## config.mk

```make
export PLATFORM = sky130hd
export DESIGN_NAME = ps2_host_tx
export DESIGN_NICKNAME = d
export VERILOG_FILES = /design/src/rtl/ps2_host_tx_pkg.sv /design/src/rtl/ps2_sync_edge.sv /design/src/rtl/ps2_host_tx.sv
export SDC_FILE = /design/constraint.sdc
export NUM_CORES = 1
export LEC_CHECK = 0
export BUFFER_PORTS_ARGS = -buffer_cell sky130_fd_sc_hd__buf_4
export CORE_MARGIN = 1
export CORE_UTILIZATION = 50
export DETAILED_ROUTE_END_ITERATION = 7
export PLACE_DENSITY = 0.74
export SLEW_MARGIN = 15
export SYNTH_ARGS = -nofsm -noshare
export SYNTH_HDL_FRONTEND = slang
export SYNTH_SLANG_ARGS = --single-unit
```

## constraint.sdc

```tcl
create_clock -name clk -period 1.95 [get_ports clk]
set_input_delay 0.2925 -clock clk [delete_from_list [all_inputs] [get_ports clk]]
set_output_delay 0.2925 -clock clk [all_outputs]
set_load 0.05 [all_outputs]
```

## src/rtl/ps2_host_tx_pkg.sv

```systemverilog
// ps2_host_tx_pkg: shared PS/2 host-transmit FSM states, command constants and frame builder.
package ps2_host_tx_pkg;
  typedef enum logic [2:0] {IDLE, INHIBIT, SEND, ACK, WAIT_IDLE} ps2_tx_state_e;
  localparam logic [7:0] PS2_CMD_SET_LEDS = 8'hED;
  localparam logic [7:0] PS2_CMD_RESET    = 8'hFF;
  localparam logic [7:0] PS2_CMD_ECHO     = 8'hEE;
  localparam logic [7:0] PS2_ACK_BYTE     = 8'hFA;
  // {stop, odd parity, data}; shifted out LSB first
  function automatic logic [9:0] ps2_frame(input logic [7:0] d);
    return {1'b1, ~^d, d};
  endfunction
endpackage

```

## src/rtl/ps2_sync_edge.sv

```systemverilog
// ps2_sync_edge: 2-FF synchronizers for the PS/2 clock and data lines plus clock falling-edge detect.
module ps2_sync_edge (
  input  logic clk,
  input  logic rst_n,
  input  logic clk_pin,
  input  logic data_pin,
  output logic clk_sync,
  output logic data_sync,
  output logic clk_fall
);
  logic [2:0] clk_sr_q, clk_sr_d;
  logic [1:0] data_sr_q, data_sr_d;
  assign clk_sr_d  = {clk_sr_q[1:0], clk_pin};
  assign data_sr_d = {data_sr_q[0], data_pin};
  // idle bus is high, so reset to 1 to avoid a false edge on release
  always_ff @(posedge clk or negedge rst_n)
    if (!rst_n) begin
      clk_sr_q  <= 3'b111;
      data_sr_q <= 2'b11;
    end else begin
      clk_sr_q  <= clk_sr_d;
      data_sr_q <= data_sr_d;
    end
  assign clk_sync  = clk_sr_q[1];
  assign data_sync = data_sr_q[1];
  assign clk_fall  = clk_sr_q[2] & ~clk_sr_q[1];
endmodule

```

## src/rtl/ps2_host_tx.sv

```systemverilog
// ps2_host_tx: host-to-device PS/2 command transmitter with request-to-send, ACK check and timeout.
module ps2_host_tx
  import ps2_host_tx_pkg::*;
#(
  parameter int INHIBIT_CYCLES = 5000,
  parameter int TIMEOUT_CYCLES = 750000
) (
  input  logic       clk,
  input  logic       rst_n,
  input  logic [7:0] tx_data,
  input  logic       tx_valid,
  output logic       tx_ready,
  output logic       tx_done,
  output logic       tx_err,
  input  logic       ps2_clk_in,
  input  logic       ps2_data_in,
  output logic       ps2_clk_oe,
  output logic       ps2_data_oe
);
  localparam int MAXC = INHIBIT_CYCLES > TIMEOUT_CYCLES ? INHIBIT_CYCLES : TIMEOUT_CYCLES;
  localparam int CW = $clog2(MAXC + 1);
  ps2_tx_state_e state_q, state_d;
  logic [9:0] shift_q, shift_d;
  logic [3:0] bit_cnt_q, bit_cnt_d;
  logic [CW-1:0] cnt_q, cnt_d;
  logic data_oe_q, data_oe_d;
  logic clk_s, data_s, clk_fall, timeout, nack, line_idle;
  ps2_sync_edge u_sync (
    .clk       (clk),
    .rst_n     (rst_n),
    .clk_pin   (ps2_clk_in),
    .data_pin  (ps2_data_in),
    .clk_sync  (clk_s),
    .data_sync (data_s),
    .clk_fall  (clk_fall)
  );
  assign timeout   = (state_q inside {SEND, ACK, WAIT_IDLE}) && cnt_q == CW'(TIMEOUT_CYCLES);
  assign nack      = state_q == ACK && clk_fall && data_s;
  assign line_idle = clk_s && data_s;
  always_ff @(posedge clk or negedge rst_n)
    if (!rst_n) begin
      state_q   <= IDLE;
      shift_q   <= '0;
      bit_cnt_q <= '0;
      cnt_q     <= '0;
      data_oe_q <= 1'b0;
    end else begin
      state_q   <= state_d;
      shift_q   <= shift_d;
      bit_cnt_q <= bit_cnt_d;
      cnt_q     <= cnt_d;
      data_oe_q <= data_oe_d;
    end
  always_comb begin
    state_d   = state_q;
    shift_d   = shift_q;
    bit_cnt_d = bit_cnt_q;
    data_oe_d = data_oe_q;
    cnt_d     = state_q == IDLE ? '0 : cnt_q + CW'(1);
    case (state_q)
      IDLE: if (tx_valid) begin
        state_d = INHIBIT;
        shift_d = ps2_frame(tx_data);
      end
      INHIBIT: if (cnt_q == CW'(INHIBIT_CYCLES - 1)) begin
        state_d   = SEND;
        cnt_d     = '0;
        bit_cnt_d = '0;
        data_oe_d = 1'b1;
      end
      SEND: if (clk_fall) begin
        data_oe_d = ~shift_q[0];
        shift_d   = {1'b1, shift_q[9:1]};
        bit_cnt_d = bit_cnt_q + 4'd1;
        state_d   = bit_cnt_q == 4'd9 ? ACK : SEND;
      end
      ACK: if (clk_fall) state_d = data_s ? IDLE : WAIT_IDLE;
      WAIT_IDLE: if (line_idle) state_d = IDLE;
      default: state_d = IDLE;
    endcase
    if (timeout) begin
      state_d   = IDLE;
      data_oe_d = 1'b0;
    end
  end
  always_comb begin
    tx_ready    = state_q == IDLE;
    ps2_clk_oe  = state_q == INHIBIT;
    ps2_data_oe = data_oe_q;
    tx_err      = timeout || nack;
    tx_done     = !timeout && state_q == WAIT_IDLE && line_idle;
  end
endmodule

```

==> results of run 1 <==
## worst max-delay path: cells and delay by family, from the launching register on
kind,cells,cell delay [ns]
buffers and inverters,2,0.24
DFF,1,0.38
and+or+nand+nor,3,0.58
adders and majority gates,1,0.13
AOI/OAI and AO/OA,1,0.08
## stage by stage
step	cell area [sq um]	TNS (ns)
4_1_cts	2710	-0.0581
6_report	2730	-0.0656
5_1_grt	2730	-0.308
3_3_place_gp	2530	0
3_5_place_dp	2530	0
2_1_floorplan	2270	-0.0450
## registers in the layout, summed over array words and instances, names as in the netlist
| signal | cells |
|---|---|
| u_sync.data_sr_q | 2 |
| state_q | 3 |
| u_sync.clk_sr_q | 3 |
| shift_q | 10 |
| bit_cnt_q | 4 |
| cnt_q | 20 |
| ps2_data_oe | 1 |
## metal layers
layer | share of wire | GRT usage
met1 | 0.46 | 0.295
met2 | 0.49 | 0.356
met3 | 0.032 | 0.0543
met4 | 0.018 | 0.0765
met5 | 0 | 0
## power by group through the flow
| stage | sequential [mW] | combinational, mW | clock [mW] |
|---|---|---|---|
| finish | 1.21 | 1.28 | 0.580 |
| detailed placement | 1.24 | 1.18 | 0 |
| global placement | 1.23 | 1.15 | 0 |
| CTS | 1.21 | 1.24 | 0.602 |
| floorplan | 1.26 | 0.776 | 0 |
| global route | 1.24 | 1.42 | 0.645 |
## Yosys cell counts (all sizes together), types with 4 or more instances
library cell  number  area [sq um]
nand2             20          75.1
clkbuf             4          17.5
o21ai             15          75.1
xor2               7          61.3
mux2i              8          80.1
nor3               5          25.0
xnor2             13           114
dfrtp             38           951
or3                5          33.8
inv               10          37.5
a21oi              8          43.8
buf                4          20.0
nand3             10          50.1
nand4              6          52.6
nor2              18          67.6
dfstp              5           131
ha                 4          50.1
and3               5          33.8
## layout make-up
type	count	area [sq um]
fill	329	1410
multi-input combinational	163	1160
inverter	10	37.5
timing repair buffer	36	297
sequential	43	1080
clock inverter	1	5.00
tap	50	62.6
clock buffer	7	86.3
## how the worst max path moves through the flow
| stage | to | slack [ns] | depth (start not counted) |
|---|---|---|---|
| floorplan | tx_err | -0.05 | 5 |
| global placement | tx_err | 0.16 | 8 |
| detailed placement | tx_err | 0.08 | 8 |
| CTS | tx_err | -0.03 | 8 |
| global route | tx_err | -0.19 | 7 |
| finish | tx_err | -0.06 | 7 |
## repair_timing
action / 4_1_cts / 5_1_grt
hold buffers: 1 / 0
pin swaps: 1 / 1
endpoints found under the hold margin: 20 / 0
buffers inserted: 5 / 1
setup endpoints to repair: 2 / 4
cloned: 0 / 0
resized for setup: 8 / 4
## cell families after synthesis
group,synth area share
multiplexers,0.0358
XOR/XNOR,0.0784
AO/OA/AOI/OAI,0.112
AND/OR/NAND/NOR,0.233
flip-flops,0.484
buffers and inverters,0.0336
adder cells (fa/ha/maj),0.0224
==> flow_summary.json, run 1 <==
{
  "status": "finished, violations left",
  "violations": "negative setup slack",
  "crit_path_end_kind": "output pin",
  "min_period_ns": 2.01,
  "pre_cts_ws_ns": 0.0826,
  "first_iter_violations": 120,
  "yosysSeqAreaShare": 0.484,
  "drc": 0,
  "worstHoldEndpoint": "u_sync.data_sr_q[0]",
  "diodes": 0,
  "die_y_microns": 68.9,
  "wirelength_microns": 4580,
  "max_cap_viol_count": 0,
  "start_util": 0.539,
  "reg2reg_to": "cnt_q[18]",
  "min_from": "ps2_data_in",
  "avgSynthCellArea_sq_um": 9.98,
  "numCtsBuffers": 5,
  "switching_share": 0.367,
  "cts_tree": "yes",
  "cts.htree.levels": 2,
  "ir_worst_vdd_v": 0.000555,
  "std_cell_rows": 23,
  "ys.warnings.count": 0,
  "die_x_microns": 68.9,
  "hold_path_depth": 1,
  "cp_slowest_stage_delay_ns": 0.38,
  "final_cell_mix": "dfrtp_1, buf_4, nand2_1",
  "crit_path_top_delay_cell": "dfrtp_1",
  "crit_path_start_kind": "register",
  "ys_types": 51,
  "grt_overflow_total": 0,
  "finalCritPeriodShare": 1.03,
  "min_path_type": "input pin to register",
  "worstPathCellList": "inv_1 > ha_1 > nand4b_1 > nor4_4 > nand3_2 > o31ai_4 > buf_6",
  "via_per_inst": 5.67,
  "clk_latency_ns": 0.30,
  "grt_max_degree": 44,
  "combinationalPowerShare": 0.418,
  "ant_nets": 0,
  "vias": 1757,
  "power_switching_mw": 1.12,
  "worstPathRequired_ns": 1.66,
  "synth_edf_count": 0,
  "power.density_nw_per_um2": 1120,
  "dieArea_sq_um": 4740,
  "place_inst": 296,
  "antenna_found_initial": 0,
  "drive_above_1_share": 0.269,
  "postLayoutCoreUtil": 0.659,
  "grt_use_total": 0.223,
  "total_power_mw": 3.07,
  "reg2reg_depth": 7,
  "max_freq_mhz": 498,
  "ys.flop_type": "dfrtp_1",
  "p_int_mw": 1.94,
  "p_seq_frac": 0.393,
  "tightest_slew_ns": 0.549,
  "syn_to_final_growth_pct": 22.2,
  "cts.root.buffer_cell": "clkbuf_8",
  "finalMaxSlewViolations": 0,
  "firstDrtPassIters": 4,
  "r2r_slack_ns": 0.10,
  "crit_start": "cnt_q[0]",
  "coreArea_sq_um": 4140,
  "p_clk_frac": 0.189,
  "rsz0062_at_grt": "yes",
  "instances_no_fill": 310,
  "hold_slack_ns": 0.100,
  "port-buffer-count": 17,
  "cts_sinks": 43,
  "synth_cells": 224,
  "slew_headroom": 0.634,
  "yosys_register_bits": 43,
  "synthArstFlopShare": 1.00,
  "grt_pass1_vias": 1641,
  "synthesis.nets": 241,
  "post-dp-hpwl_microns": 3120,
  "worstPathMaxFanout": 2,
  "layout_commonest_cell": "dfrtp_1",
  "nNetsFinal": 276,
  "reg2reg_from": "cnt_q[0]",
  "p_leak_nw": 1.19,
  "syn_area_sq_um": 2230,
  "hold_violations": 0,
  "grt_first_pass_wirelength_microns": 7670,
  "clkSlewWorstSetupHoldPaths_ns": 0.08,
  "setup_violations": 2,
  "clk_path_buf_depth": 2,
  "clock_skew_ns": 0.0174,
  "path_class": "register to output pin",
  "ios": 18,
  "gp_congestion": 0.879,
  "setup_slack_ns": -0.0570,
  "route.detailed.wl_per_inst_microns": 14.8,
  "cp.arrival_ns": 1.71
}
(Power assumes the default switching activity.)
==> inputs of run 2 (changes only) <==
--- a/config.mk
+++ b/config.mk
@@ -6,7 +6,7 @@
 export NUM_CORES = 1
 export LEC_CHECK = 0
 export BUFFER_PORTS_ARGS = -buffer_cell sky130_fd_sc_hd__buf_4
-export CORE_MARGIN = 1
+export CORE_MARGIN = 2
 export CORE_UTILIZATION = 50
 export DETAILED_ROUTE_END_ITERATION = 7
 export PLACE_DENSITY = 0.74
==> run 2 against run 1 <==
Effect of this change:
- the flow still finishes with violations (negative setup slack)
- register-to-register slack worse by 0.03 ns
- critical path depth stayed put
- core utilization shrank 3.1 points
- die area is 5.9% higher
- clock skew shrank 0.0063 ns
- wire length decreased by 0.13%
- clock-buffer cell count down 1
- combinational power down 9%
- global-route usage decreased by 2.5 points
- setup slack lost 0.0085 ns
- maximum frequency fell by 0.42%
- critical endpoint unchanged
- highest routed layer unchanged
==> flow_summary.json, run 2 (synthesis results as in run 1) <==
{
  "status": "finished, violations left",
  "violations": "negative setup slack",
  "clk_latency_ns": 0.30,
  "dieArea_sq_um": 5020,
  "start_util": 0.517,
  "nNetsFinal": 274,
  "route.detailed.wl_per_inst_microns": 14.7,
  "place_area_sq_um": 2500,
  "grt_overflow_total": 0,
  "first_iter_violations": 119,
  "p_leak_nw": 1.19,
  "die_x_microns": 70.9,
  "worstPathMaxFanout": 2,
  "top_register": "cnt_q",
  "path_class": "register to output pin",
  "grt_pass1_vias": 1741,
  "min_path_type": "input pin to register",
  "cts.htree.levels": 2,
  "cp_slowest_stage_delay_ns": 0.39,
  "drc": 0,
  "slew_headroom": 0.548,
  "vias": 1746,
  "crit_path_start_kind": "register",
  "gp_congestion": 0.788,
  "clk_path_buf_depth": 2,
  "worstPathRequired_ns": 1.66,
  "setup_slack_ns": -0.0654,
  "cts.root.buffer_cell": "clkbuf_8",
  "die_y_microns": 70.9,
  "final_area_sq_um": 2720,
  "numCtsBuffers": 5,
  "diodes": 0,
  "grt_use_total": 0.198,
  "grt_first_pass_wirelength_microns": 7890,
  "ir_worst_vdd_v": 0.000592,
  "antenna_found_initial": 0,
  "min_period_ns": 2.02,
  "syn_to_final_growth_pct": 21.6,
  "critical-path-top-delay-family": "simple AND/OR/NAND/NOR gates",
  "finalMaxSlewViolations": 0,
  "std_cell_rows": 24,
  "port-buffer-count": 17,
  "crit_path_top_delay_cell": "dfrtp_1",
  "max_cap_viol_count": 0,
  "final_cell_mix": "dfrtp_1, buf_4, nand2_1",
  "cp_num_buf_inv": 2,
  "setup_violations": 2,
  "cts_sinks": 43,
  "hold_slack_ns": 0.102,
  "coreArea_sq_um": 4320,
  "total_power_mw": 3.10,
  "postLayoutCoreUtil": 0.628,
  "wirelength_microns": 4570,
  "cts_tree": "yes",
  "firstDrtPassIters": 4,
  "finalCritPeriodShare": 1.03,
  "worstPathCellList": "inv_1 > ha_1 > nand4b_1 > nor4_4 > nand3_2 > o31ai_4 > buf_6",
  "ios": 18,
  "crit_path_end_kind": "output pin",
  "cp.arrival_ns": 1.72,
  "tightest_slew_ns": 0.678,
  "pre_cts_ws_ns": 0.0336,
  "fill_cells": 370,
  "max_freq_mhz": 496,
  "ant_nets": 0,
  "largest_register_ffs": 20,
  "via_per_inst": 5.63,
  "post-dp-hpwl_microns": 3110,
  "clock_skew_ns": 0.0111,
  "power.density_nw_per_um2": 1140,
  "rsz0062_at_grt": "yes",
  "reg.largest.list": "cnt_q x20, shift_q x10, bit_cnt_q x4",
  "drive_above_1_share": 0.271,
  "grt_max_degree": 44,
  "layout_commonest_cell": "dfrtp_1",
  "clkSlewWorstSetupHoldPaths_ns": 0.07,
  "hold_violations": 0
}
run 2: layer usage:
layer,up-vias,part of all wire,global-route usage
met2,25,0.50,0.329
met3,5,0.027,0.0385
met5,-,0,0
met4,0,0.016,0.0755
met1,859,0.45,0.257
li1,857,-,-
run 2: power breakdown:
group | leakage, nW | internal [mW] | switching [mW]
Clock | 0.0612 | 0.415 | 0.307
Sequential | 0.547 | 1.09 | 0.125
Combinational | 0.585 | 0.474 | 0.687
run 2: timing repair:
item,CTS,global route
hold buffers,1,0
resized for setup,3,7
pin swaps,2,2
hold endpoints to repair,38,0
buffers inserted,4,2
setup endpoints to repair,2,5
run 2: area by class of cell:
class                      instances  area [sq um]  share of cell area
multi-input combinational        163          1150               0.423
sequential                        43          1080               0.399
timing repair buffer              34           265              0.0976
clock buffer                       6          82.6              0.0304
tap                               52          65.1              0.0239
inverter                          10          37.5              0.0138
clock inverter                     2          35.0              0.0129
run 2: path summary, 6_finish.rpt:
check	start	endpoint	slack, ns	cells after the start
max in group asynchronous	rst_n	cnt_q[7]	1.02	2
worst max-delay path	cnt_q[1]	tx_err	-0.07	7
worst max register to register	cnt_q[1]	state_q[0]	0.07	9
min in group asynchronous	rst_n	bit_cnt_q[0]	0.51	2
worst min-delay path	ps2_data_in	u_sync.data_sr_q[0]	0.10	1
worst min register to register	u_sync.data_sr_q[0]	u_sync.data_sr_q[1]	0.35	0
run 2: stage by stage:
stage,setup TNS [ns],cells
floorplan,-0.0450,224
global placement,0,295
global route,-0.346,310
finish,-0.0800,310
detailed placement,0,295
CTS,-0.190,308
